`config.mk`:
```
export PLATFORM = sky130hd
export DESIGN_NAME = bus_decoder_n_flat
export DESIGN_NICKNAME = d
export VERILOG_FILES = /design/src/rtl/bus_decoder_n_if.sv /design/src/rtl/bus_decoder_n.sv /design/src/flat_wrapper.sv
export SDC_FILE = /design/constraint.sdc
export NUM_CORES = 1
export LEC_CHECK = 0
export CAP_MARGIN = 20
export CORE_MARGIN = 5
export CORE_UTILIZATION = 40
export DETAILED_ROUTE_END_ITERATION = 10
export GPL_TIMING_DRIVEN = 0
export MAX_ROUTING_LAYER = met4
export PLACE_DENSITY = 0.85
export SETUP_SLACK_MARGIN = 0.1
export SLEW_MARGIN = 10
export SYNTH_ARGS = -nofsm -noshare
export SYNTH_HDL_FRONTEND = slang
export SYNTH_SLANG_ARGS = --single-unit
```
`constraint.sdc`:
```
create_clock -name clk -period 6.32 [get_ports clk]
set_clock_uncertainty 0.1 [all_clocks]
set_input_delay 0.632 -clock clk [delete_from_list [all_inputs] [get_ports clk]]
set_output_delay 0.632 -clock clk [all_outputs]
set_load 0.02 [all_outputs]
```
`src/rtl/bus_decoder_n_if.sv`:
```
// 68000-style master bus plus the fanned-out slave bus around bus_decoder_n.
// The slave modport is the decoder's own view; the master modport is the surrounding CPU/peripheral side.
interface bus_decoder_n_if #(
    parameter int NUM_SLAVES = 6
);
    logic                       as;
    logic [31:0]                master_addr;
    logic [15:0]                master_write;
    logic                       master_uds;
    logic                       master_lds;
    logic [15:0]                master_read;
    logic                       master_ack;
    logic                       master_berr;
    logic [NUM_SLAVES*16-1:0]   slave_read;
    logic [NUM_SLAVES-1:0]      slave_ack;
    logic [15:0]                slave_write;
    logic [31:0]                slave_addr;
    logic [NUM_SLAVES-1:0]      slave_uds;
    logic [NUM_SLAVES-1:0]      slave_lds;

    // Handshake: a bus cycle starts when as && (uds || lds). The master keeps addr, data and
    // strobes stable while as is high; the decoder answers with master_ack or master_berr and
    // holds that answer until as drops. A slave completes its part by raising slave_ack.
    modport slave (
        input  as, master_addr, master_write, master_uds, master_lds, slave_read, slave_ack,
        output master_read, master_ack, master_berr, slave_write, slave_addr, slave_uds, slave_lds
    );

    modport master (
        output as, master_addr, master_write, master_uds, master_lds, slave_read, slave_ack,
        input  master_read, master_ack, master_berr, slave_write, slave_addr, slave_uds, slave_lds
    );
endinterface

```
`src/rtl/bus_decoder_n.sv`:
```
// Registered address decoder and read-data mux between the 68000 master bus and NUM_SLAVES slaves,
// with bus-error generation on decode misses and slave timeouts plus error address/count capture.
module bus_decoder_n #(
    parameter int                       NUM_SLAVES = 6,
    parameter logic [NUM_SLAVES*32-1:0] SLAVE_BASE = {32'h0010_0400, 32'h0010_0300, 32'h0010_0200,
                                                      32'h0010_0100, 32'h0010_0000, 32'h0000_0000},
    parameter logic [NUM_SLAVES*32-1:0] SLAVE_MASK = {{5{32'hFFFF_FF00}}, 32'hFFF0_0000},
    parameter logic [31:0]              IACK_BASE  = 32'hFFFF_FFF0,
    parameter int                       TIMEOUT    = 255
) (
    input  logic          clk,
    input  logic          reset,
    bus_decoder_n_if.slave bus,
    output logic [31:0]   err_addr,
    output logic [7:0]    err_count,
    output logic [1:0]    dbg_state
);
    localparam int SEL_W = (NUM_SLAVES > 1) ? $clog2(NUM_SLAVES) : 1;
    localparam int CNT_W = $clog2(TIMEOUT + 1);

    typedef enum logic [1:0] {
        S_IDLE   = 2'd0,
        S_ACTIVE = 2'd1,
        S_HOLD   = 2'd2,
        S_ERROR  = 2'd3
    } state_t;

    state_t           state, state_nxt;
    logic [SEL_W-1:0] sel_q, dec_sel;
    logic [CNT_W-1:0] cnt_q;
    logic [15:0]      latch_q, latch_val, sel_read;
    logic             dec_hit, dec_iack, start, sel_ack;
    logic             load_sel, cnt_clr, cnt_inc, latch_en, err_hit;

    assign start            = bus.as && (bus.master_uds || bus.master_lds);
    assign dec_iack         = (bus.master_addr >= IACK_BASE);
    assign bus.slave_write  = bus.master_write;
    assign bus.slave_addr   = bus.master_addr;
    assign dbg_state        = state;

    // Scan downward so the lowest matching index is the one left standing.
    always_comb begin
        dec_hit = 1'b0;
        dec_sel = '0;
        for (int i = NUM_SLAVES - 1; i >= 0; i--) begin
            if ((bus.master_addr & SLAVE_MASK[i*32 +: 32]) == SLAVE_BASE[i*32 +: 32]) begin
                dec_hit = 1'b1;
                dec_sel = SEL_W'(i);
            end
        end
    end

    always_comb begin
        sel_ack  = 1'b0;
        sel_read = '0;
        for (int i = 0; i < NUM_SLAVES; i++) begin
            if (sel_q == SEL_W'(i)) begin
                sel_ack  = bus.slave_ack[i];
                sel_read = bus.slave_read[i*16 +: 16];
            end
        end
    end

    always_comb begin
        state_nxt       = state;
        load_sel        = 1'b0;
        cnt_clr         = 1'b0;
        cnt_inc         = 1'b0;
        latch_en        = 1'b0;
        latch_val       = '0;
        err_hit         = 1'b0;
        bus.master_ack  = 1'b0;
        bus.master_berr = 1'b0;
        bus.master_read = '0;
        bus.slave_uds   = '0;
        bus.slave_lds   = '0;
        case (state)
            S_IDLE: begin
                if (start) begin
                    load_sel = 1'b1;
                    if (dec_hit) begin
                        state_nxt = S_ACTIVE;
                        cnt_clr   = 1'b1;
                    end else if (dec_iack) begin
                        state_nxt = S_HOLD;
                        latch_en  = 1'b1;
                    end else begin
                        state_nxt = S_ERROR;
                        err_hit   = 1'b1;
                    end
                end
            end
            S_ACTIVE: begin
                for (int i = 0; i < NUM_SLAVES; i++) begin
                    bus.slave_uds[i] = bus.master_uds && (sel_q == SEL_W'(i));
                    bus.slave_lds[i] = bus.master_lds && (sel_q == SEL_W'(i));
                end
                bus.master_ack  = sel_ack;
                bus.master_read = sel_read;
                // An abort beats everything; an ack beats a timeout landing in the same cycle.
                if (!bus.as) begin
                    state_nxt = S_IDLE;
                end else if (sel_ack) begin
                    state_nxt = S_HOLD;
                    latch_en  = 1'b1;
                    latch_val = sel_read;
                end else if (cnt_q == CNT_W'(TIMEOUT - 1)) begin
                    state_nxt = S_ERROR;
                    err_hit   = 1'b1;
                end else begin
                    cnt_inc = 1'b1;
                end
            end
            S_HOLD: begin
                bus.master_ack  = 1'b1;
                bus.master_read = latch_q;
                if (!bus.as) state_nxt = S_IDLE;
            end
            S_ERROR: begin
                bus.master_berr = 1'b1;
                if (!bus.as) state_nxt = S_IDLE;
            end
            default: state_nxt = S_IDLE;
        endcase
    end

    always_ff @(posedge clk) begin
        if (reset) begin
            state     <= S_IDLE;
            sel_q     <= '0;
            cnt_q     <= '0;
            latch_q   <= '0;
            err_addr  <= '0;
            err_count <= '0;
        end else begin
            state <= state_nxt;
            if (load_sel) sel_q <= dec_sel;
            if (cnt_clr) begin
                cnt_q <= '0;
            end else if (cnt_inc) begin
                cnt_q <= cnt_q + CNT_W'(1);
            end
            if (latch_en) latch_q <= latch_val;
            if (err_hit) begin
                err_addr <= bus.master_addr;
                if (err_count != 8'hFF) err_count <= err_count + 8'd1;
            end
        end
    end
endmodule

```
`src/flat_wrapper.sv`:
```
// flat-port wrapper written by rule: the top's interface ports become plain ports
module bus_decoder_n_flat 
#(
    parameter int                       NUM_SLAVES = 6,
    parameter logic [NUM_SLAVES*32-1:0] SLAVE_BASE = {32'h0010_0400, 32'h0010_0300, 32'h0010_0200,
                                                      32'h0010_0100, 32'h0010_0000, 32'h0000_0000},
    parameter logic [NUM_SLAVES*32-1:0] SLAVE_MASK = {{5{32'hFFFF_FF00}}, 32'hFFF0_0000},
    parameter logic [31:0]              IACK_BASE  = 32'hFFFF_FFF0,
    parameter int                       TIMEOUT    = 255
)
  (clk, reset, err_addr, err_count, dbg_state, bus_as, bus_master_addr, bus_master_write, bus_master_uds, bus_master_lds, bus_slave_read, bus_slave_ack, bus_master_read, bus_master_ack, bus_master_berr, bus_slave_write, bus_slave_addr, bus_slave_uds, bus_slave_lds);
  bus_decoder_n_if #(.NUM_SLAVES(NUM_SLAVES)) bus_i ();
  input  logic clk;
  input  logic reset;
  output logic [31:0] err_addr;
  output logic [7:0] err_count;
  output logic [1:0] dbg_state;
  input wire logic [$bits(bus_i.as)-1:0] bus_as;
  input wire logic [$bits(bus_i.master_addr)-1:0] bus_master_addr;
  input wire logic [$bits(bus_i.master_write)-1:0] bus_master_write;
  input wire logic [$bits(bus_i.master_uds)-1:0] bus_master_uds;
  input wire logic [$bits(bus_i.master_lds)-1:0] bus_master_lds;
  input wire logic [$bits(bus_i.slave_read)-1:0] bus_slave_read;
  input wire logic [$bits(bus_i.slave_ack)-1:0] bus_slave_ack;
  output wire logic [$bits(bus_i.master_read)-1:0] bus_master_read;
  output wire logic [$bits(bus_i.master_ack)-1:0] bus_master_ack;
  output wire logic [$bits(bus_i.master_berr)-1:0] bus_master_berr;
  output wire logic [$bits(bus_i.slave_write)-1:0] bus_slave_write;
  output wire logic [$bits(bus_i.slave_addr)-1:0] bus_slave_addr;
  output wire logic [$bits(bus_i.slave_uds)-1:0] bus_slave_uds;
  output wire logic [$bits(bus_i.slave_lds)-1:0] bus_slave_lds;
  assign bus_i.as = bus_as;
  assign bus_i.master_addr = bus_master_addr;
  assign bus_i.master_write = bus_master_write;
  assign bus_i.master_uds = bus_master_uds;
  assign bus_i.master_lds = bus_master_lds;
  assign bus_i.slave_read = bus_slave_read;
  assign bus_i.slave_ack = bus_slave_ack;
  assign bus_master_read = bus_i.master_read;
  assign bus_master_ack = bus_i.master_ack;
  assign bus_master_berr = bus_i.master_berr;
  assign bus_slave_write = bus_i.slave_write;
  assign bus_slave_addr = bus_i.slave_addr;
  assign bus_slave_uds = bus_i.slave_uds;
  assign bus_slave_lds = bus_i.slave_lds;
  bus_decoder_n #(.NUM_SLAVES(NUM_SLAVES), .SLAVE_BASE(SLAVE_BASE), .SLAVE_MASK(SLAVE_MASK), .IACK_BASE(IACK_BASE), .TIMEOUT(TIMEOUT)) u_core (.clk(clk), .reset(reset), .bus(bus_i), .err_addr(err_addr), .err_count(err_count), .dbg_state(dbg_state));
endmodule
```
=== Word level (Yosys, flattened, before mapping) ===
Cells that the tools add are included.

* Flip-flop bits (word level): 69
* Logic and storage cells: 110
* Output and inout bits: 120
* Bits of input ports: 155

* $add $sub $neg: 2
* Magnitude comparators: 1
* Equality and inequality tests: 18
* Mux-type cells: 62
* Reductions and logical operators: 21

{| class="wikitable"
|+ Operator list
! cell !! number
|-
| 16-bit two-way mux || 9
|-
| 24-bit by 13-bit equality test with 1-bit output (second input constant) || 5
|-
| 1-bit two-way mux || 34
|-
| 32-bit >= comparator (second input constant) || 1
|-
| 32-bit logical NOT || 1
|-
| 16-bit one-hot mux with 2 select lines || 1
|-
| 3-bit two-way mux || 6
|-
| 8-bit by 1-bit adder with 8-bit output (second input constant) || 2
|-
| 1-bit logical AND || 13
|-
| 2-bit two-way mux || 6
|-
| 6-bit two-way mux || 2
|-
| 8-bit equality test (second input constant) || 1
|-
| 8-bit != test (second input constant) || 1
|-
| 3-bit by 2-bit equality test with 1-bit output (second input constant) || 2
|-
| 3-bit equality test (second input constant) || 2
|-
| 1-bit one-hot mux with 2 select lines || 3
|-
| 2-bit one-hot mux with 3 select lines || 1
|-
| 2-bit equality test (second input constant) || 2
|-
| 4-bit by 2-bit != test with 1-bit output (second input constant) || 1
|-
| 2-bit OR reduction || 2
|-
| 3-bit by 1-bit equality test with 1-bit output (second input constant) || 1
|-
| 3-bit logical NOT || 1
|-
| 3-bit AND reduction || 1
|-
| 2-bit by 1-bit equality test with 1-bit output (second input constant) || 1
|-
| other kinds (5) || 5
|}

=== Logic depth before layout (Yosys ltp) ===
Gate-level depths: netlist of the first run.

* Depth after elaboration: 11
* Mapped depth: 11
* Mapped depth without buffers: 8

=== Least setup slack after synthesis of the first run ===
Ideal clock, no wire load.

* Kind: input-to-reg
* Start point: in bus_master_addr[11]
* End point: reg u_core.err_addr[0]
* Required time: 6092 ps
* Setup slack: 3663 ps
* Setup time: 128 ps
* Buffers on the path: 2
* Cell stages on the path: 7
* Arrival: 2430 ps
* Path through: or4_1 or4b_4 a31oi_4 buf_6 buf_12 mux2i_1 nor2_1

* Longest elaborated chain between the ends: 10
* Elaborated cells between the ends (all ways): 16
* Classes of those cells: order compare: 1; eq/ne: 5; mux: 10

{| class="wikitable"
|+ RTL lines
! what !! line !! RTL
|-
| from (decl) || flat_wrapper.sv:19 || <nowiki>input wire logic [$bits(bus_i.master_addr)-1:0] bus_master_addr;</nowiki>
|-
| 24-bit by 13-bit equality test with 1-bit output || bus_decoder_n.sv:46 || <nowiki>if ((bus.master_addr & SLAVE_MASK[i*32 +: 32]) == SLAVE_BASE[i*32 +: 32]) begin</nowiki>
|-
| 1-bit two-way mux (6 in series) || bus_decoder_n.sv:46 ||
|-
| 1-bit two-way mux * || bus_decoder_n.sv:81 || <nowiki>if (dec_hit) begin</nowiki>
|-
| 1-bit two-way mux * || bus_decoder_n.sv:79 || <nowiki>if (start) begin</nowiki>
|-
| 1-bit one-hot mux with 2 select lines * || bus_decoder_n.sv:77 || <nowiki>case (state)</nowiki>
|-
| to (signal assigned) || bus_decoder_n.sv:145 || <nowiki>err_addr <= bus.master_addr;</nowiki>
|-
| to (decl) || bus_decoder_n.sv:14 || <nowiki>output logic [31:0] err_addr,</nowiki>
|}

Mark *: on every way between the ends. The rest lies on a longest branch, timed or not.
A chain may end at the register's enable or synchronous reset.

=== Worst setup path in the final report of the first run ===
* Start point: reg u_core.sel_q[0]
* End point: out bus_master_read[10]

* Longest elaborated chain between the ends: 8
* Elaborated cells between the ends (all ways): 13
* Classes of those cells: eq/ne: 5; mux: 7; reduce/logical: 1

{| class="wikitable"
|+ RTL lines
! what !! line !! RTL
|-
| from (decl) || bus_decoder_n.sv:29 || <nowiki>logic [SEL_W-1:0] sel_q, dec_sel;</nowiki>
|-
| from (signal assigned) || bus_decoder_n.sv:137 || <nowiki>if (load_sel) sel_q <= dec_sel;</nowiki>
|-
| 3-bit logical NOT || bus_decoder_n.sv:57 || <nowiki>if (sel_q == SEL_W'(i)) begin</nowiki>
|-
| 16-bit two-way mux (5 in series) || bus_decoder_n.sv:57 ||
|-
| 16-bit two-way mux * || bus_decoder_n.sv:57 ||
|-
| 16-bit one-hot mux with 2 select lines * || bus_decoder_n.sv:77 ||
|-
| to (decl) || flat_wrapper.sv:25 || <nowiki>output wire logic [$bits(bus_i.master_read)-1:0] bus_master_read;</nowiki>
|}

Marked as above.

==> results of run 1 <==
## cells in the mapped netlist, types with 3 or more instances
| library cell | n |
|---|---|
| sky130_fd_sc_hd__a21oi_1 | 10 |
| sky130_fd_sc_hd__a22oi_1 | 32 |
| sky130_fd_sc_hd__and2_1 | 3 |
| sky130_fd_sc_hd__buf_1 | 4 |
| sky130_fd_sc_hd__buf_12 | 4 |
| sky130_fd_sc_hd__buf_2 | 7 |
| sky130_fd_sc_hd__buf_4 | 48 |
| sky130_fd_sc_hd__clkbuf_1 | 21 |
| sky130_fd_sc_hd__dfxtp_1 | 69 |
| sky130_fd_sc_hd__ha_1 | 7 |
| sky130_fd_sc_hd__inv_1 | 23 |
| sky130_fd_sc_hd__mux2i_1 | 52 |
| sky130_fd_sc_hd__mux4_2 | 15 |
| sky130_fd_sc_hd__nand2_1 | 14 |
| sky130_fd_sc_hd__nand2b_1 | 6 |
| sky130_fd_sc_hd__nand3_1 | 6 |
| sky130_fd_sc_hd__nand4_1 | 12 |
| sky130_fd_sc_hd__nor2_1 | 73 |
| sky130_fd_sc_hd__nor2b_1 | 20 |
| sky130_fd_sc_hd__nor3_1 | 7 |
| sky130_fd_sc_hd__nor4_1 | 4 |
| sky130_fd_sc_hd__o21a_1 | 3 |
| sky130_fd_sc_hd__o21ai_1 | 5 |
| sky130_fd_sc_hd__o22ai_1 | 16 |
| sky130_fd_sc_hd__o31ai_1 | 4 |
| sky130_fd_sc_hd__or3_1 | 3 |
| sky130_fd_sc_hd__or4_1 | 5 |
| sky130_fd_sc_hd__xor2_1 | 6 |
## logic make-up after synthesis
family                   after synthesis  synth area share [%]
AND/OR/NAND/NOR                      165                  18.4
buffers and inverters                108                  14.6
AO/OA/AOI/OAI                         87                  14.1
flip-flops                            69                  30.3
multiplexers                          68                  19.1
XOR/XNOR                               8                  1.54
adder cells (fa/ha/maj)                7                  1.92
## how the worst min path moves through the flow
stage	end	start	cells past startpoint
2_1_floorplan	u_core.latch_q[0]	u_core.latch_q[0]	2
3_3_place_gp	u_core.err_addr[26]	u_core.err_addr[26]	2
3_5_place_dp	u_core.latch_q[8]	u_core.latch_q[8]	2
4_1_cts	u_core.err_addr[8]	u_core.err_addr[8]	2
5_1_grt	u_core.latch_q[11]	u_core.latch_q[11]	2
6_report	u_core.err_addr[8]	u_core.err_addr[8]	2
## through the flow
step	instances	hold WS (ns)	power [mW]	setup slack, ns	utilization, %
finish	926	0.396	1.74	2.49	67.1
global route	926	0.434	1.82	2.30	67.1
CTS	926	0.400	1.75	2.48	67.1
detailed placement	910	0.387	1.28	2.81	64.6
global placement	910	0.375	1.26	2.85	64.6
floorplan	512	0.366	0.956	3.66	-
## flip-flops by register name (all words and copies together), names as in the netlist
signal,flops
u_core.err_count,8
u_core.sel_q,3
u_core.latch_q,16
u_core.dbg_state,2
u_core.cnt_q,8
u_core.err_addr,32
## final cells by class
cell class,count,area (um2)
tap,143,179
sequential,69,1380
inverter,23,86.3
multi-input combinational,335,2500
clock inverter,6,48.8
clock buffer,10,229
buffer,85,581
fill,906,3710
timing repair buffer,255,2550
## power by group
part	switching, mW	internal, mW	total [mW]
sequential	0.0314	0.480	0.511
clock	0.197	0.268	0.465
combinational	0.373	0.395	0.768
total	0.602	1.14	1.74
## critical path, stage by stage, from the launching register on
cell,delay [ns]
sky130_fd_sc_hd__dfxtp_1,0.30
sky130_fd_sc_hd__buf_2,0.21
sky130_fd_sc_hd__buf_2,0.34
sky130_fd_sc_hd__buf_1,0.58
sky130_fd_sc_hd__mux2i_1,0.18
sky130_fd_sc_hd__o22ai_1,0.23
sky130_fd_sc_hd__a22oi_1,0.12
sky130_fd_sc_hd__nor2b_1,0.17
sky130_fd_sc_hd__clkdlybuf4s50_1,0.63
## metal layers
metal	vias up	global-route usage, %
met4	0	6.35
li1	2326	-
met2	211	39.2
met3	26	4.46
met5	-	-
met1	2284	28.0
==> flow_metrics.tcl, run 1 <==
set metrics [dict create \
    numCtsBuffers 9 \
    grt_remaining_overflow 0 \
    reg2reg_from "u_core.dbg_state[0]" \
    outcome "completed" \
    detail_route.iter0.violations 263 \
    syn-mean-instance-area_um2 8.89 \
    post-dp-hpwl_um 13200 \
    clock_sinks 69 \
    synth.ff_latch_count 69 \
    number_of_search_and_repair_iterations_in_the_first_detailed_routing_pass 5 \
    synth_top_flop_cell "sky130_fd_sc_hd__dfxtp_1" \
    path_clk_slew_ns 0.06 \
    critical_path.endpoint_type "output pin" \
    clock-root-buffer "sky130_fd_sc_hd__clkbuf_16" \
    reg2reg_depth 10 \
    cts_tree "yes" \
    detail_route.vias_per_cell 5.23 \
    die_wd_um 117 \
    timing_worst_slew_pin_value_ns 0.783 \
    area_added_between_synthesis_and_finish_pct 66.1 \
    port-buffer-count 255 \
    antenna_cells 0 \
    dpl-instance-area_um2 7280 \
    route.detailed.drc 0 \
    max-slew-margin-rel_pct 47.5 \
    period_needed_ns 3.83 \
    final_antenna_net_count 0 \
    met1_length_um 6400 \
    placement_rows 39 \
    highest_layer "met4" \
    post-route-period-util_pct 60.6 \
    power_density_nw_per_um2 231 \
    fin_tns_setup_ns 0 \
    reg2reg_setup_slack_ns 3.62 \
    deepest_level_of_the_cts_h_tree 3 \
    synth_top_cells_by_area "sky130_fd_sc_hd__dfxtp_1 30%, sky130_fd_sc_hd__mux2i_1 11%, sky130_fd_sc_hd__buf_4 7.9%" \
    die_h_um 117 \
    commonest_non_fill_non_tap_cell_in_the_layout "sky130_fd_sc_hd__clkdlybuf4s50_1" \
    core-area_um2 11300 \
    cp.required_ns 5.59 \
    leakagePower_nw 2.91 \
    first_global_vias 4984 \
    detail_route.wirelength_um 16100 \
    worst-endpoint-arrival_ns 3.10 \
    seq_area_frac_synth_pct 30.3 \
    ioPinCount 275 \
    final-setup-viol-count 0 \
    yosys_warnings 0 \
    fraction_of_layout_cells_with_a_size_suffix_above_1_pct 12.6 \
    antenna_found_initial 0 \
    design.final.nets 940 \
    most-common-layout-cells "255 x sky130_fd_sc_hd__clkdlybuf4s50_1, 73 x sky130_fd_sc_hd__nor2_1, 69 x sky130_fd_sc_hd__dfxtp_1" \
    rsz_0062_raised_after_global_routing "false" \
    timing_max_transition_violations_final 0 \
    grt_max_degree 14 \
    final_design_instance_area_without_fill_um2 7560 \
    critPathLaunch "u_core.sel_q[0]" \
    crit_type "flip-flop to output pin" \
    worst_setup_path_start_kind "flip-flop" \
    netlist_area_um2 4550 \
    post_drt_wl_per_cell_um 17.4 \
    route.met3.wl_um 1150 \
    detailroute.wirelength.met2_um 8300 \
    yosys.area.top_type_share_pct 30.3 \
    cts_max_path_buffers 2 \
    fmax_ghz 0.261 \
    clkLatencyLatePin_ns 0.33 \
    ctsHoldBuffers 0 \
    post_synth_inst_count 512 \
    synthDominantAreaCellType "sky130_fd_sc_hd__dfxtp_1" \
    dieArea_um2 13600 \
    cts_repair_resize_count 0 \
    report.final.hold_viol_count 0 \
    synth.distinct_cells 55 \
    setup.worst_path.end "bus_master_read[10]" \
    timing.critical_path.fanout_max 10 \
    syn_nets 674 \
    fraction_of_synthesis_flops_using_an_asynchronous_set_or_reset_pin_pct 0 \
    grt.total_usage_pct 23.1 \
    gpl.final_weighted_congestion 0.846 \
    global_route_wire_length_before_repair_um 24600 \
    timing.max_cap.violations 0 \
    worst_r2r_endpoint "u_core.err_count[5]" \
    vdd_ir_drop_max_uv 163 \
    min_path_type "flip-flop to flip-flop" \
    start_util_pct 40.4 \
    synth_edf_count 0 \
    vias 4847 \
    post_cts_buffers 0 \
]
No activity file was read; power rests on OpenSTA's default activity.
==> inputs of run 2 (changes only) <==
CORE_UTILIZATION = 34   (was 40)
PLACE_DENSITY = 0.77   (was 0.85)
clock period = 3.3 ns   (was 6.32 ns; I/O delays follow)
==> flow_metrics.tcl, run 2 (synthesis results as in run 1) <==
set metrics [dict create \
    gpl.final_weighted_congestion 0.932 \
    timing_max_transition_violations_final 0 \
    antenna_found_initial 0 \
    final_design_instance_area_without_fill_um2 7640 \
    worst-endpoint-arrival_ns 2.67 \
    power.share.switching_pct 33.5 \
    fin_tns_setup_ns 0 \
    first_global_vias 5182 \
    largest_register "u_core.err_addr" \
    timing_worst_slew_pin_value_ns 0.787 \
    grt.total_usage_pct 22.0 \
    port-buffer-count 255 \
    dieArea_um2 15800 \
    detail_route.iter0.violations 233 \
    switching_power_mw 1.14 \
    placement_rows 42 \
    ctsHoldBuffers 0 \
    critPathBufInv 4 \
    clock-root-buffer "sky130_fd_sc_hd__clkbuf_16" \
    max-slew-margin-rel_pct 47.3 \
    timing.max_cap.violations 0 \
    grt_remaining_overflow 0 \
    share_comb_of_total_power_pct 43.7 \
    detail_route.vias_per_cell 5.19 \
    start_util_pct 34.5 \
    final.fill_count 1126 \
    finalHoldWorstSlack_ns 0.261 \
    timing.critical_path.fanout_max 10 \
    fraction_of_layout_cells_with_a_size_suffix_above_1_pct 13.5 \
    cts_max_path_buffers 2 \
    clock_sinks 69 \
    most-common-layout-cells "255 x sky130_fd_sc_hd__clkdlybuf4s50_1, 73 x sky130_fd_sc_hd__nor2_1, 69 x sky130_fd_sc_hd__dfxtp_1" \
    dpl-instance-area_um2 7330 \
    cp.required_ns 2.87 \
    die_wd_um 126 \
    timing.critical_path.slowest_cell_delay_ns 0.58 \
    fmax_ghz 0.322 \
    period_needed_ns 3.10 \
    power_density_nw_per_um2 445 \
    number_of_search_and_repair_iterations_in_the_first_detailed_routing_pass 5 \
    commonest_non_fill_non_tap_cell_in_the_layout "sky130_fd_sc_hd__clkdlybuf4s50_1" \
    crit_type "flip-flop to output pin" \
    post-dp-hpwl_um 14300 \
    outcome "completed" \
    internal_power_mw 2.26 \
    ioPinCount 275 \
    path_clk_slew_ns 0.05 \
    numCtsBuffers 9 \
    area_added_between_synthesis_and_finish_pct 67.7 \
    die_h_um 126 \
    antenna_cells 0 \
    p_clk_share_pct 27.5 \
    post_drt_wl_per_cell_um 18.5 \
    layout_setup_ws_ns 0.196 \
    core-area_um2 13200 \
    final_antenna_net_count 0 \
    post-place-ws_ns 0.0818 \
    cts_tree "yes" \
    vdd_ir_drop_max_uv 294 \
    cpLargestDelayFamily "buffers and inverters" \
    grt_max_degree 12 \
    power.share.sequential_pct 28.8 \
    clkLatencyLatePin_ns 0.33 \
    critPathSlowestCell "sky130_fd_sc_hd__clkdlybuf4s50_1" \
    global_route_wire_length_before_repair_um 27400 \
    report.final.hold_viol_count 0 \
    post-route-period-util_pct 94.1 \
    critical_path.endpoint_type "output pin" \
    route.detailed.drc 0 \
    leakagePower_nw 2.96 \
    detail_route.wirelength_um 17700 \
    vias 4978 \
    reg_top3 "u_core.err_addr: 32 flops, u_core.latch_q: 16 flops" \
    min_path_type "primary input to flip-flop" \
    rsz_0062_raised_after_global_routing "false" \
    worstPathCellList "buf_2 > buf_4 > mux4_2 > inv_1 > o22ai_1 > a22oi_1 > nor2b_1 > clkdlybuf4s50_1" \
    final-setup-viol-count 0 \
    design.final.nets 940 \
    largest_register_ff_count 32 \
    worst_setup_path_start_kind "flip-flop" \
    deepest_level_of_the_cts_h_tree 3 \
    layout.core_utilization_pct 57.9 \
]
==> run 2: cell types whose count changed in the layout (fill, tap and decap cells not counted), sizes merged <==
cell      change
clkbuf        +3
inv           -1
bufinv        +1
clkinv        +1
buf           -1
clkinvlp      -3
==> run 2: layer usage <==
| metal | share of wire, % | up-vias | track usage, % |
|---|---|---|---|
| met4 | 2.9 | 0 | 8.99 |
| met3 | 8.2 | 39 | 5.84 |
| met5 | 0 | - | - |
| met1 | 39 | 2363 | 24.5 |
| li1 | - | 2314 | - |
| met2 | 50 | 262 | 37.6 |
==> run 2: final cells by class <==
type / count / area (um2) / area share (%)
clock inverter: 4 / 48.8 / 0.639
tap: 176 / 220 / 2.88
multi-input combinational: 335 / 2500 / 32.8
timing repair buffer: 255 / 2550 / 33.4
inverter: 23 / 86.3 / 1.13
sequential: 69 / 1380 / 18.1
buffer: 85 / 606 / 7.93
clock buffer: 12 / 236 / 3.10
==> run 2: worst reg2reg max path, cell delays in order, from the launching register on <==
cell and delay (ns):
sky130_fd_sc_hd__dfxtp_1 0.36, sky130_fd_sc_hd__inv_1 0.11, sky130_fd_sc_hd__ha_1 0.24, sky130_fd_sc_hd__inv_1 0.09, sky130_fd_sc_hd__or2_0 0.22, sky130_fd_sc_hd__clkbuf_1 0.15, sky130_fd_sc_hd__o21ba_2 0.35, sky130_fd_sc_hd__a31oi_4 0.12
sky130_fd_sc_hd__buf_6 0.17, sky130_fd_sc_hd__or4_1 0.51, sky130_fd_sc_hd__a21oi_1 0.16
==> run 2: final timing paths <==
check / from / endpoint / slack (ns) / depth (start not counted)
max: u_core.sel_q[0] / bus_master_read[0] / 0.20 / 8
min: bus_master_addr[9] / u_core.err_addr[9] / 0.26 / 3
max reg2reg: u_core.dbg_state[0] / u_core.err_count[5] / 0.66 / 10
min reg2reg: u_core.err_addr[1] / u_core.err_addr[1] / 0.40 / 2
==> run 2: power by group through the flow <==
stage                     sequential [mW]  clock, mW  combinational, mW
after floorplan                      1.07          0              0.761
after CTS                           0.977      0.952               1.48
after global routing                0.988      0.992               1.58
after global placement              0.985          0               1.45
final                               0.978      0.935               1.49
after detailed placement            0.994          0               1.48
==> run 2: timing repair <==
| item | in CTS | in global routing |
|---|---|---|
| gates resized for setup | 8 | 10 |
| setup endpoints to repair | 15 | 15 |
| setup buffers | 0 | 0 |
| pin swaps | 0 | 0 |
==> run 2: through the flow <==
stage,cells,power (mW)
after floorplan,512,1.83
after global placement,943,2.44
after detailed placement,943,2.47
after CTS,959,3.41
after global routing,959,3.56
final,959,3.40
==> variant, RTL diff (config.mk and constraints of run 2) <==
Put one more register stage on the output `err_addr`. The value now appears one clock later. The other outputs are not delayed to match.
--- a/src/rtl/bus_decoder_n.sv
+++ b/src/rtl/bus_decoder_n.sv
@@ -24,6 +24,8 @@
         S_HOLD   = 2'd2,
         S_ERROR  = 2'd3
     } state_t;
+
+    logic [31:0] err_addr_s0;
 
     state_t           state, state_nxt;
     logic [SEL_W-1:0] sel_q, dec_sel;
@@ -130,7 +132,7 @@
             sel_q     <= '0;
             cnt_q     <= '0;
             latch_q   <= '0;
-            err_addr  <= '0;
+            err_addr_s0 <= '0;
             err_count <= '0;
         end else begin
             state <= state_nxt;
@@ -142,10 +144,14 @@
             end
             if (latch_en) latch_q <= latch_val;
             if (err_hit) begin
-                err_addr <= bus.master_addr;
+                err_addr_s0 <= bus.master_addr;
                 if (err_count != 8'hFF) err_count <= err_count + 8'd1;
             end
         end
     end
+    always_ff @(posedge clk) begin
+        err_addr <= err_addr_s0;
+    end
+
 endmodule
 
Check against the original RTL: not equivalent (Yosys sat finds a counterexample within 4 cycles, from zero or initial values and one cycle with reset high).
==> variant against run 2 <==
  * Cell count increased by 4.4%
  * Final area is 8.9% higher
  * Worst setup slack gained 73 ps
  * Register-to-register slack better by 280 ps
  * Wire length is 5.2% lower
  * Combinational power down 9%
  * Synthesized area up 14%
  * Sequential share of layout area up 6.2 points
  * Via count decreased by 1.4%
  * Core utilization down 2.8 points
  * Critical path type unchanged
  * Power increased by 11%
  * Sequential cell count is 32 higher
==> variant: results (changes against run 2) <==
DRT Wirelength=16,800 µm (-5.2%); comb_multi_in=341 (+1.8%); area of placed instances=8000 µm² (+9.2%); Synth cell types=55 (unchanged); DPL Wire Length=13,400 µm (-6.4%); register area=2020 µm² (+46%); gr usage total=0.189 (-0.0311); met1 WL=7030 µm (+1.1%); Worst Reg-to-Reg Cells=9 (-1); met3 Use GR=0.0623 (+0.00389); Critical Path End=bus_master_read[1]; Non-clk invs=18 (-22%); RR Endpoint=u_core.err_count[5]; combinational logic power=1.35 mW (-9%); post-synthesis sequential area ratio=0.389 (+0.0855); post-route clock period utilization=0.919 (-0.0222); number of non-clock buffers in the layout=338 (-0.59%); Max FO, Critical Path=10 (unchanged); Layout Nets=971 (+3.3%); initial DRC count=203 (-13%); R2R Setup Slk=940 ps (+280 ps); clock-cell share of area=0.0328 (-0.00456); Mapped Cells=542 (+5.9%); placed cells=986 (+4.6%); Psw=1.20 mW (+5.4%); Max VDD drop=0.000379 V (+29%); clkbuf count=10 (-2); syn nets=704 (+4.5%); vias in the first global route=5,022 (-3.1%); layout cell share with drive strength beyond 1=0.135 (about the same); Non-Filler Instances=1,001 (+4.4%); first-pass GRT wire length=26,300 µm (-4.0%); PortBufs=256 (+0.39%); Tightest Pin Transition=576 ps (-211 ps); Synth top cells by count=dfxtp_1, nor2_1, mux2i_1; clock-net power=0.996 mW (+6.5%); flops & latches, synth=101 (+46%); CTS clk-pin slew, worst paths=70 ps (+20 ps); Filler cells=1,370 (+22%); Logic pwr share=0.357 (-0.080); largest net degree at the start of global routing=18 (+6); metal2 WL=7940 µm (-9.7%); Util after Layout=0.551 (-0.0278); Final GP Congestion=0.854 (-8.4%); hold endpoint=u_core.err_addr_s0[9]; critical path startpoint=u_core.sel_q[1]; status=completed; buffering overhead=0.380 (-0.0337); GR Util met2=0.315 (-0.0608); Multi-input gate area=2560 µm² (+2.2%); worst hold slack=234 ps (-27.1 ps); Skew-Pair Late Insertion Delay=350 ps (+20 ps); Synth area leaders=dfxtp_1, mux2i_1, buf_4; Setup Slack @ Placement=8.13 ps (-73.6 ps); Pleak=3.39 nW (+15%); Top Registers=u_core.err_addr x32, u_core.err_addr_s0 x32, u_core.latch_q x16; Worst Path Arrival=2600 ps (-70 ps); met1 usage=0.217 (-0.0276)
==> variant: cell types whose count changed in the layout (fill, tap and decap cells not counted), sizes merged, moves of 7 or more <==
cell           delta
a21oi            +11
dfxtp            +32
a22o             +16
clkdlybuf4s50     -7
a22oi            -15
dlymetal6s2s      +8
==> variant: repair_timing <==
item / CTS / global route
gates resized for setup: 7 / 18
endpoints found under the hold margin: 0 / 0
setup endpoints to repair: 28 / 24
==> variant: cell families (layout without fill, tap and decap cells) <==
logic type,Yosys count,in the layout,synth area share
buffers and inverters,100,371,0.119
XOR/XNOR,9,9,0.0152
AND/OR/NAND/NOR,162,162,0.167
flip-flops,101,101,0.389
multiplexers,69,69,0.160
adder cells (fa/ha/maj),7,7,0.0168
AO/OA/AOI/OAI,94,94,0.134
==> variant: critical path, cell delays in order, from the launching register on <==
cell and delay, ps:
dfxtp_1 430, buf_4 240, clkbuf_4 260, mux4_2 210
inv_1 40, o22ai_1 190, a22oi_1 100, nor2b_1 150
clkdlybuf4s50_1 640
